<file path="src/rtl/rv32i_fetch_pkg.sv">
// Shared definitions for the RV32I fetch stage.
// Holds the instruction width, the canonical NOP encoding, the default
// reset vector, and a helper that forces a byte address onto a word boundary.
package rv32i_fetch_pkg;

  localparam int XLEN = 32;

  // addi x0, x0, 0
  localparam logic [XLEN-1:0] RV32I_NOP = 32'h0000_0013;

  localparam logic [XLEN-1:0] RV32I_RESET_VECTOR_DEFAULT = 32'h0000_0000;

  function automatic logic [XLEN-1:0] word_align(input logic [XLEN-1:0] a);
    return {a[XLEN-1:2], 2'b00};
  endfunction

endpackage

</file>
<file path="src/rtl/rv32i_fetch_if.sv">
// Instruction memory bus between fetch (master) and a synchronous
// instruction memory (slave).
//   addr        : word address, bits [1:0] always zero
//   read        : read request
//   waitrequest : memory not accepting; a read is accepted on a cycle where
//                 read & ~waitrequest
//   rdata       : read data, valid exactly one cycle after acceptance
interface rv32i_fetch_if;
  import rv32i_fetch_pkg::*;

  logic [XLEN-1:0] addr;
  logic            read;
  logic            waitrequest;
  logic [XLEN-1:0] rdata;

  modport master (output addr, output read, input waitrequest, input rdata);
  modport slave  (input addr, input read, output waitrequest, output rdata);

endinterface

</file>
<file path="src/rtl/rv32i_fetch_skid.sv">
// One-entry skid buffer holding an instruction word and its PC.
// Ports:
//   clk, reset          : clock, asynchronous active-high reset
//   load                : capture load_data/load_pc, mark entry valid
//   drain               : entry consumed, mark invalid
//   flush               : discard entry (highest priority)
//   load_data, load_pc  : word and PC being captured
//   valid, data, pc     : entry state
module rv32i_fetch_skid
  import rv32i_fetch_pkg::*;
(
  input  logic            clk,
  input  logic            reset,
  input  logic            load,
  input  logic            drain,
  input  logic            flush,
  input  logic [XLEN-1:0] load_data,
  input  logic [XLEN-1:0] load_pc,
  output logic            valid,
  output logic [XLEN-1:0] data,
  output logic [XLEN-1:0] pc
);

  always_ff @(posedge clk or posedge reset) begin
    if (reset) begin
      valid <= 1'b0;
      data  <= RV32I_NOP;
      pc    <= '0;
    end else if (flush) begin
      valid <= 1'b0;
    end else if (load) begin
      valid <= 1'b1;
      data  <= load_data;
      pc    <= load_pc;
    end else if (drain) begin
      valid <= 1'b0;
    end
  end

endmodule

</file>
<file path="src/rtl/rv32i_fetch.sv">
// RV32I instruction fetch stage.
// Owns the issue PC, reads words from a synchronous instruction memory and
// presents instr/pc to decode. A response returning while decode is stalled
// is parked in a one-entry skid buffer; a redirect from the ALU discards
// everything younger than the target.
// Ports:
//   clk, reset : clock, asynchronous active-high reset
//   stall      : decode stall; instr/pc hold, no new issue
//   update_pc  : redirect request (branch/jump/trap), beats stall
//   new_pc     : redirect target, bits [1:0] ignored
//   imem       : instruction memory bus (master side)
//   instr      : instruction presented to decode
//   pc         : PC of the instruction decode captured on the previous
//                unstalled edge (one slot behind instr)
//
// Handshake: a read is accepted on any cycle with imem.read & ~imem.waitrequest;
// its data appears on imem.rdata the following cycle and is consumed then,
// either into the output register or, when stalled, into the skid buffer.
module rv32i_fetch
  import rv32i_fetch_pkg::*;
#(
  parameter logic [XLEN-1:0] RV32I_RESET_VECTOR = RV32I_RESET_VECTOR_DEFAULT
) (
  input  logic             clk,
  input  logic             reset,
  input  logic             stall,
  input  logic             update_pc,
  input  logic [XLEN-1:0]  new_pc,
  rv32i_fetch_if.master    imem,
  output logic [XLEN-1:0]  instr,
  output logic [XLEN-1:0]  pc
);

  logic [XLEN-1:0] pc_issue;
  logic [XLEN-1:0] inflight_pc;
  logic [XLEN-1:0] instr_pc;
  logic [XLEN-1:0] redirect_pc;
  logic            inflight;
  logic            accept;
  logic            squash;
  logic            ret_valid;

  logic            skid_valid;
  logic [XLEN-1:0] skid_data;
  logic [XLEN-1:0] skid_pc;

  assign redirect_pc = word_align(new_pc);

  // No issue while stalled or while the skid is occupied, which is what
  // guarantees a returning word never finds the skid already full.
  assign imem.addr = pc_issue;
  assign imem.read = ~reset & ~stall & ~skid_valid & ~update_pc;
  assign accept    = imem.read & ~imem.waitrequest;

  // Memory latency is fixed at one cycle, so the only response a redirect can
  // overtake is the one on the bus in the redirect cycle itself.
  assign squash    = inflight & update_pc;
  assign ret_valid = inflight & ~squash;

  rv32i_fetch_skid u_skid (
    .clk       (clk),
    .reset     (reset),
    .load      (stall & ret_valid),
    .drain     (~stall & skid_valid),
    .flush     (update_pc),
    .load_data (imem.rdata),
    .load_pc   (inflight_pc),
    .valid     (skid_valid),
    .data      (skid_data),
    .pc        (skid_pc)
  );

  always_ff @(posedge clk or posedge reset) begin
    if (reset) begin
      pc_issue    <= RV32I_RESET_VECTOR;
      inflight    <= 1'b0;
      inflight_pc <= RV32I_RESET_VECTOR;
    end else begin
      inflight <= accept;
      if (accept) begin
        inflight_pc <= pc_issue;
      end
      if (update_pc) begin
        pc_issue <= redirect_pc;
      end else if (accept) begin
        pc_issue <= pc_issue + 32'd4;
      end
    end
  end

  // Output register: redirect, then skid, then returning data, else a bubble.
  // pc follows instr_pc only on unstalled edges, keeping it one slot behind.
  always_ff @(posedge clk or posedge reset) begin
    if (reset) begin
      instr    <= RV32I_NOP;
      instr_pc <= RV32I_RESET_VECTOR;
      pc       <= RV32I_RESET_VECTOR;
    end else begin
      if (!stall) begin
        pc <= instr_pc;
      end
      if (update_pc) begin
        instr    <= RV32I_NOP;
        instr_pc <= redirect_pc;
      end else if (!stall) begin
        if (skid_valid) begin
          instr    <= skid_data;
          instr_pc <= skid_pc;
        end else if (ret_valid) begin
          instr    <= imem.rdata;
          instr_pc <= inflight_pc;
        end else begin
          instr    <= RV32I_NOP;
          instr_pc <= pc_issue;
        end
      end
    end
  end

endmodule

</file>
<file path="src/flat_wrapper.sv">
// flat-port wrapper written by rule: the top's interface ports become plain ports
module rv32i_fetch_flat import rv32i_fetch_pkg::*;
#(
  parameter logic [XLEN-1:0] RV32I_RESET_VECTOR = RV32I_RESET_VECTOR_DEFAULT
)
  (clk, reset, stall, update_pc, new_pc, instr, pc, imem_addr, imem_read, imem_waitrequest, imem_rdata);
  rv32i_fetch_if imem_i ();
  input  logic clk;
  input  logic reset;
  input  logic stall;
  input  logic update_pc;
  input  logic [XLEN-1:0] new_pc;
  output logic [XLEN-1:0] instr;
  output logic [XLEN-1:0] pc;
  output wire logic [$bits(imem_i.addr)-1:0] imem_addr;
  output wire logic [$bits(imem_i.read)-1:0] imem_read;
  input wire logic [$bits(imem_i.waitrequest)-1:0] imem_waitrequest;
  input wire logic [$bits(imem_i.rdata)-1:0] imem_rdata;
  assign imem_addr = imem_i.addr;
  assign imem_read = imem_i.read;
  assign imem_i.waitrequest = imem_waitrequest;
  assign imem_i.rdata = imem_rdata;
  rv32i_fetch #(.RV32I_RESET_VECTOR(RV32I_RESET_VECTOR)) u_core (.clk(clk), .reset(reset), .stall(stall), .update_pc(update_pc), .new_pc(new_pc), .imem(imem_i), .instr(instr), .pc(pc));
endmodule
</file>
<file path="config.mk">
export PLATFORM = sky130hd
export DESIGN_NAME = rv32i_fetch_flat
export DESIGN_NICKNAME = d
export VERILOG_FILES = /design/src/rtl/rv32i_fetch_pkg.sv /design/src/rtl/rv32i_fetch_if.sv /design/src/rtl/rv32i_fetch_skid.sv /design/src/rtl/rv32i_fetch.sv /design/src/flat_wrapper.sv
export SDC_FILE = /design/constraint.sdc
export NUM_CORES = 1
export LEC_CHECK = 0
export BUFFER_PORTS_ARGS = -buffer_cell sky130_fd_sc_hd__clkbuf_2
export CORE_MARGIN = 2
export CORE_UTILIZATION = 30
export DETAILED_ROUTE_END_ITERATION = 10
export HOLD_SLACK_MARGIN = 0.12
export MAX_ROUTING_LAYER = met4
export SLEW_MARGIN = 20
export SYNTH_ARGS = -nofsm -noshare
export SYNTH_HDL_FRONTEND = slang
export SYNTH_HIERARCHICAL = 1
export SYNTH_SLANG_ARGS = --single-unit
export TNS_END_PERCENT = 1
</file>
<file path="constraint.sdc">
create_clock -name clk -period 6.89 [get_ports clk]
set_input_delay 1.0335 -clock clk [delete_from_list [all_inputs] [get_ports clk]]
set_output_delay 1.0335 -clock clk [all_outputs]
set_load 0.05 [all_outputs]
</file>
* Word-level counts from Yosys, hierarchy flattened *
Index checks and enable logic that the tools add are counted.

operators by class
  equality and inequality tests = 1
  reductions and logical operators = 3
  multiplexer cells = 13
  $add $sub $neg = 1
  bitwise logic cells = 14

operators by type and width
  operator                                                number
  two-way mux 32 bit                                      10
  adder 32 x 3 -> 32 bit (second input constant)          1
  AND 1 bit                                               8
  inverter 1 bit                                          6
  two-way mux 1 bit                                       3
  nonzero test 3 bit                                      1
  inequality test 2 x 1 -> 1 bit (second input constant)  1
  AND reduction 2 bit                                     1
  nonzero test 2 bit                                      1

storage, ports and cells
  logic and storage cells = 41
  bits in registers = 226
  output and inout port bits = 97

* Logic depth before layout (Yosys ltp) *
  depth after elaboration = 7
  mapped depth = 9
  gate-level depth less buffers = 5

* By module *
The synthesis kept the hierarchy.

by module, submodules not included
  module            cells an instance  instances  area each (sq um)
  rv32i_fetch       752                1          7900.1
  rv32i_fetch_skid  141                1          2748.9

* Worst setup path before layout *
OpenSTA, ideal clock, no wires.

  path type = input to output
  from = in update_pc
  to = out imem_read
  buffers on the path = 3
  data arrival time = 3179 ps
  stages = 4
  data required time = 5856 ps
  setup slack = 2677 ps
  cells stage by stage = clkbuf_1 -> buf_1 -> clkbuf_1 -> nor4_1

on the way
  longest elaborated chain between the ends = 2

ends and longest elaborated chain
  item                             line                source
  from (decl)                      flat_wrapper.sv:11  input logic update_pc;
  inverter 1 bit (no source line)  -
  AND 1 bit                        rv32i_fetch.sv:52   assign imem.read = ~reset & ~stall & ~skid_valid & ~update_pc;
  to (decl)                        flat_wrapper.sv:16  output wire logic [$bits(imem_i.read)-1:0] imem_read;

Every way passes these cells.

* Final worst setup path *
Ends and elaborated chain as after synthesis.

==> run metrics <==
Area after DPL=0.0118 mm²; Worst Hold Endpoint=u_core/u_skid/pc[26]$_DFFE_PP0P_; Tcrit/Tclk final=0.474; Area contributors post-synth=dfrtp_1 (51%), mux2_2 (11%), mux2_4 (8.5%), a211oi_1 (2.5%), a21oi_1 (2.3%); worst slack, placed=3.10 ns; Pleak=5.35 nW; antenna cells=0; HP Start=u_core/u_skid/pc[26]$_DFFE_PP0P_; Starting Density=0.302; TritonCTS clock tree=built; Tmin final=3.27 ns; row count=69; CTS clk-pin slew, worst paths=0.06 ns; register area=0.00557 mm²; total power draw=3.52 mW; Reg-to-Reg Start=u_core/u_skid/valid$_DFFE_PP0P_; CTS H-tree lvls=1; top_reg_cell synth=dfrtp_1; vias per std cell=5.10; actual slew at the worst max-slew pin=1.07 ns; Async S/R FF share, synth=1.00; Post-CTS Repair Setup Buffers=0; CTS-repair resized insts=0; worst r2r path cells=6; ANT nets after route=0; skew final=0.0120 ns; Final Hold Vio Count=0; post-route cell area=0.0126 mm²; startpoint types=input pin; GRT Total Usage=0.162; Die Wd=192 µm; PnR worst setup slack=3.62 ns; post-synth top area cell=dfrtp_1; Setup crit end kind=primary output; Die Ht=192 µm; critical path type=input pin to primary output; Yosys reg bits=222; number of buffers created by CTS=25; Synth top area share=0.508; Critical R2R Capture=u_core/imem.addr[24]$_DFFE_PP0P_; largest net degree at the start of global routing=110; VDD IR-drop max=0.140 mV; die area=0.0370 mm²; TritonRoute pass-1 iters=4; max capacitance violation total=0; Nets=1,092; global-route wire length before repair=45,700 µm; Post-synth EDFFs=0; top cells by count, synth=dfrtp_1 (216), mux2_2 (104), mux2_4 (60), nor2_1 (56), clkbuf_1 (55); area of the multi-input gates=0.00469 mm²; worst-path maximum fanout=45; clock sink count=222; clock buffer depth=3; initial antenna violation count=0; Crit path arrival time=2.23 ns; final setup fails=0; Synth-to-Final Area Change=18.1%; fillcell total=3,535; Clk Latency, worst-skew pair=0.53 ns; routed len/inst=19.5 µm; DP Wirelength=17,700 µm; Synth Warn #=6; hold path depth=1; most common cell in the synthesized netlist=dfrtp_1; Mapped Avg Cell Area=11.9 µm²; via count=7,650; CP Launch Point=update_pc; register area share after synthesis=0.522; Fmax achieved=0.306 GHz; vias in the first global route=7,755; Post-route DRC=0; layout cells sized above 1=0.380; Worst slew margin=0.288; hold buffers post-CTS=0; number of DRC markers in iteration 0=420; root buf cell=clkbuf_16; Netlist cell types=50; reg2reg setup slack=3.92 ns; synthesized area=0.0106 mm²; Routed WL=29,300 µm; Power Density=280 mW/mm²; I/O Pins=166; RSZ-0062 raised after global routing=false; Overflow after GRT=0; post-route setup TNS=0 ns; CORE AREA=0.0352 mm²; cell count after synthesis=893; Pins Over Slew Limit=0; # port buffers=161; Hold Crit Class=register to register; Critical Path RT=5.86 ns; Final GP Congestion=0.748; outcome=completed
[sequential cells by signal, indices dropped and copies added, names as in the netlist]
name and count:
u_core/imem.addr 30, u_core/instr 32, u_core/u_skid/valid 1, u_core/pc 32
u_core/inflight_pc 30, u_core/instr_pc 32, u_core/u_skid/pc 32, u_core/u_skid/data 32
u_core/inflight 1
[critical path: stages]
cell and delay, ns:
buf_4 0.15, buf_4 0.32, nor4_1 0.35, clkbuf_2 0.36
[power breakdown]
group,switching (mW),internal [mW]
combinational,0.393,0.255
sequential,0.129,1.48
clock,0.543,0.719
total,1.07,2.45
[cell type report]
class,instances,share of cell area
tap,461,0.0459
clock buffer,36,0.0570
timing repair buffer,174,0.0758
multi-input combinational,592,0.373
clock inverter,8,0.00338
sequential,222,0.443
inverter,7,0.00279
[layer usage]
layer,part of all wire,up-vias,GRT usage
li1,-,3525,-
met1,0.45,3882,0.211
met2,0.47,201,0.262
met3,0.062,42,0.0291
met4,0.018,0,0.0390
met5,0,-,-
[layout by cell type (no fill, tap or decap), drive strengths merged, types with 3 or more instances in the layout]
master / count
a211oi: 36
a21boi: 4
a21oi: 50
a2bb2oi: 11
a31oi: 6
and3: 3
and4: 3
buf: 15
clkbuf: 195
clkinv: 8
conb: 4
dfrtp: 216
dfstp: 6
inv: 6
mux2: 164
nand2: 24
nand2b: 35
nand3: 9
nand4: 15
nor2: 56
nor2b: 6
nor3: 40
nor3b: 29
nor4: 13
o211ai: 31
o21ai: 4
o311ai: 6
o31ai: 3
or3: 9
or4: 6
xnor2: 8
[worst max-delay path by stage]
stage / cells past startpoint / endpoint / slack (ns)
floorplan: 1 / u_core/imem.addr[10]$_DFFE_PP0P_ / 1.63
global placement: 6 / u_core/u_skid/pc[23]$_DFFE_PP0P_ / 3.11
detailed placement: 6 / u_core/u_skid/pc[23]$_DFFE_PP0P_ / 3.10
CTS: 4 / imem_read / 3.59
global route: 4 / imem_read / 3.50
finish: 4 / imem_read / 3.62
[through the flow]
| stage | utilization | hold WS, ns | std cells |
|---|---|---|---|
| detailed placement | 0.334 | 0.484 | 1454 |
| finish | 0.357 | 0.499 | 1500 |
| global route | 0.357 | 0.515 | 1500 |
| CTS | 0.356 | 0.503 | 1498 |
| floorplan | - | 0.471 | 896 |
| global placement | 0.334 | 0.482 | 1454 |
[cells by family after synthesis]
family                   after synthesis  synth area share
buffers and inverters                 82            0.0405
multiplexers                         164             0.195
AO/OA/AOI/OAI                        160             0.102
other                                  1          0.000352
XOR/XNOR                              10           0.00823
AND/OR/NAND/NOR                      253             0.131
flip-flops                           222             0.522
adder cells (fa/ha/maj)                1           0.00117
(Power assumes the default switching activity.)
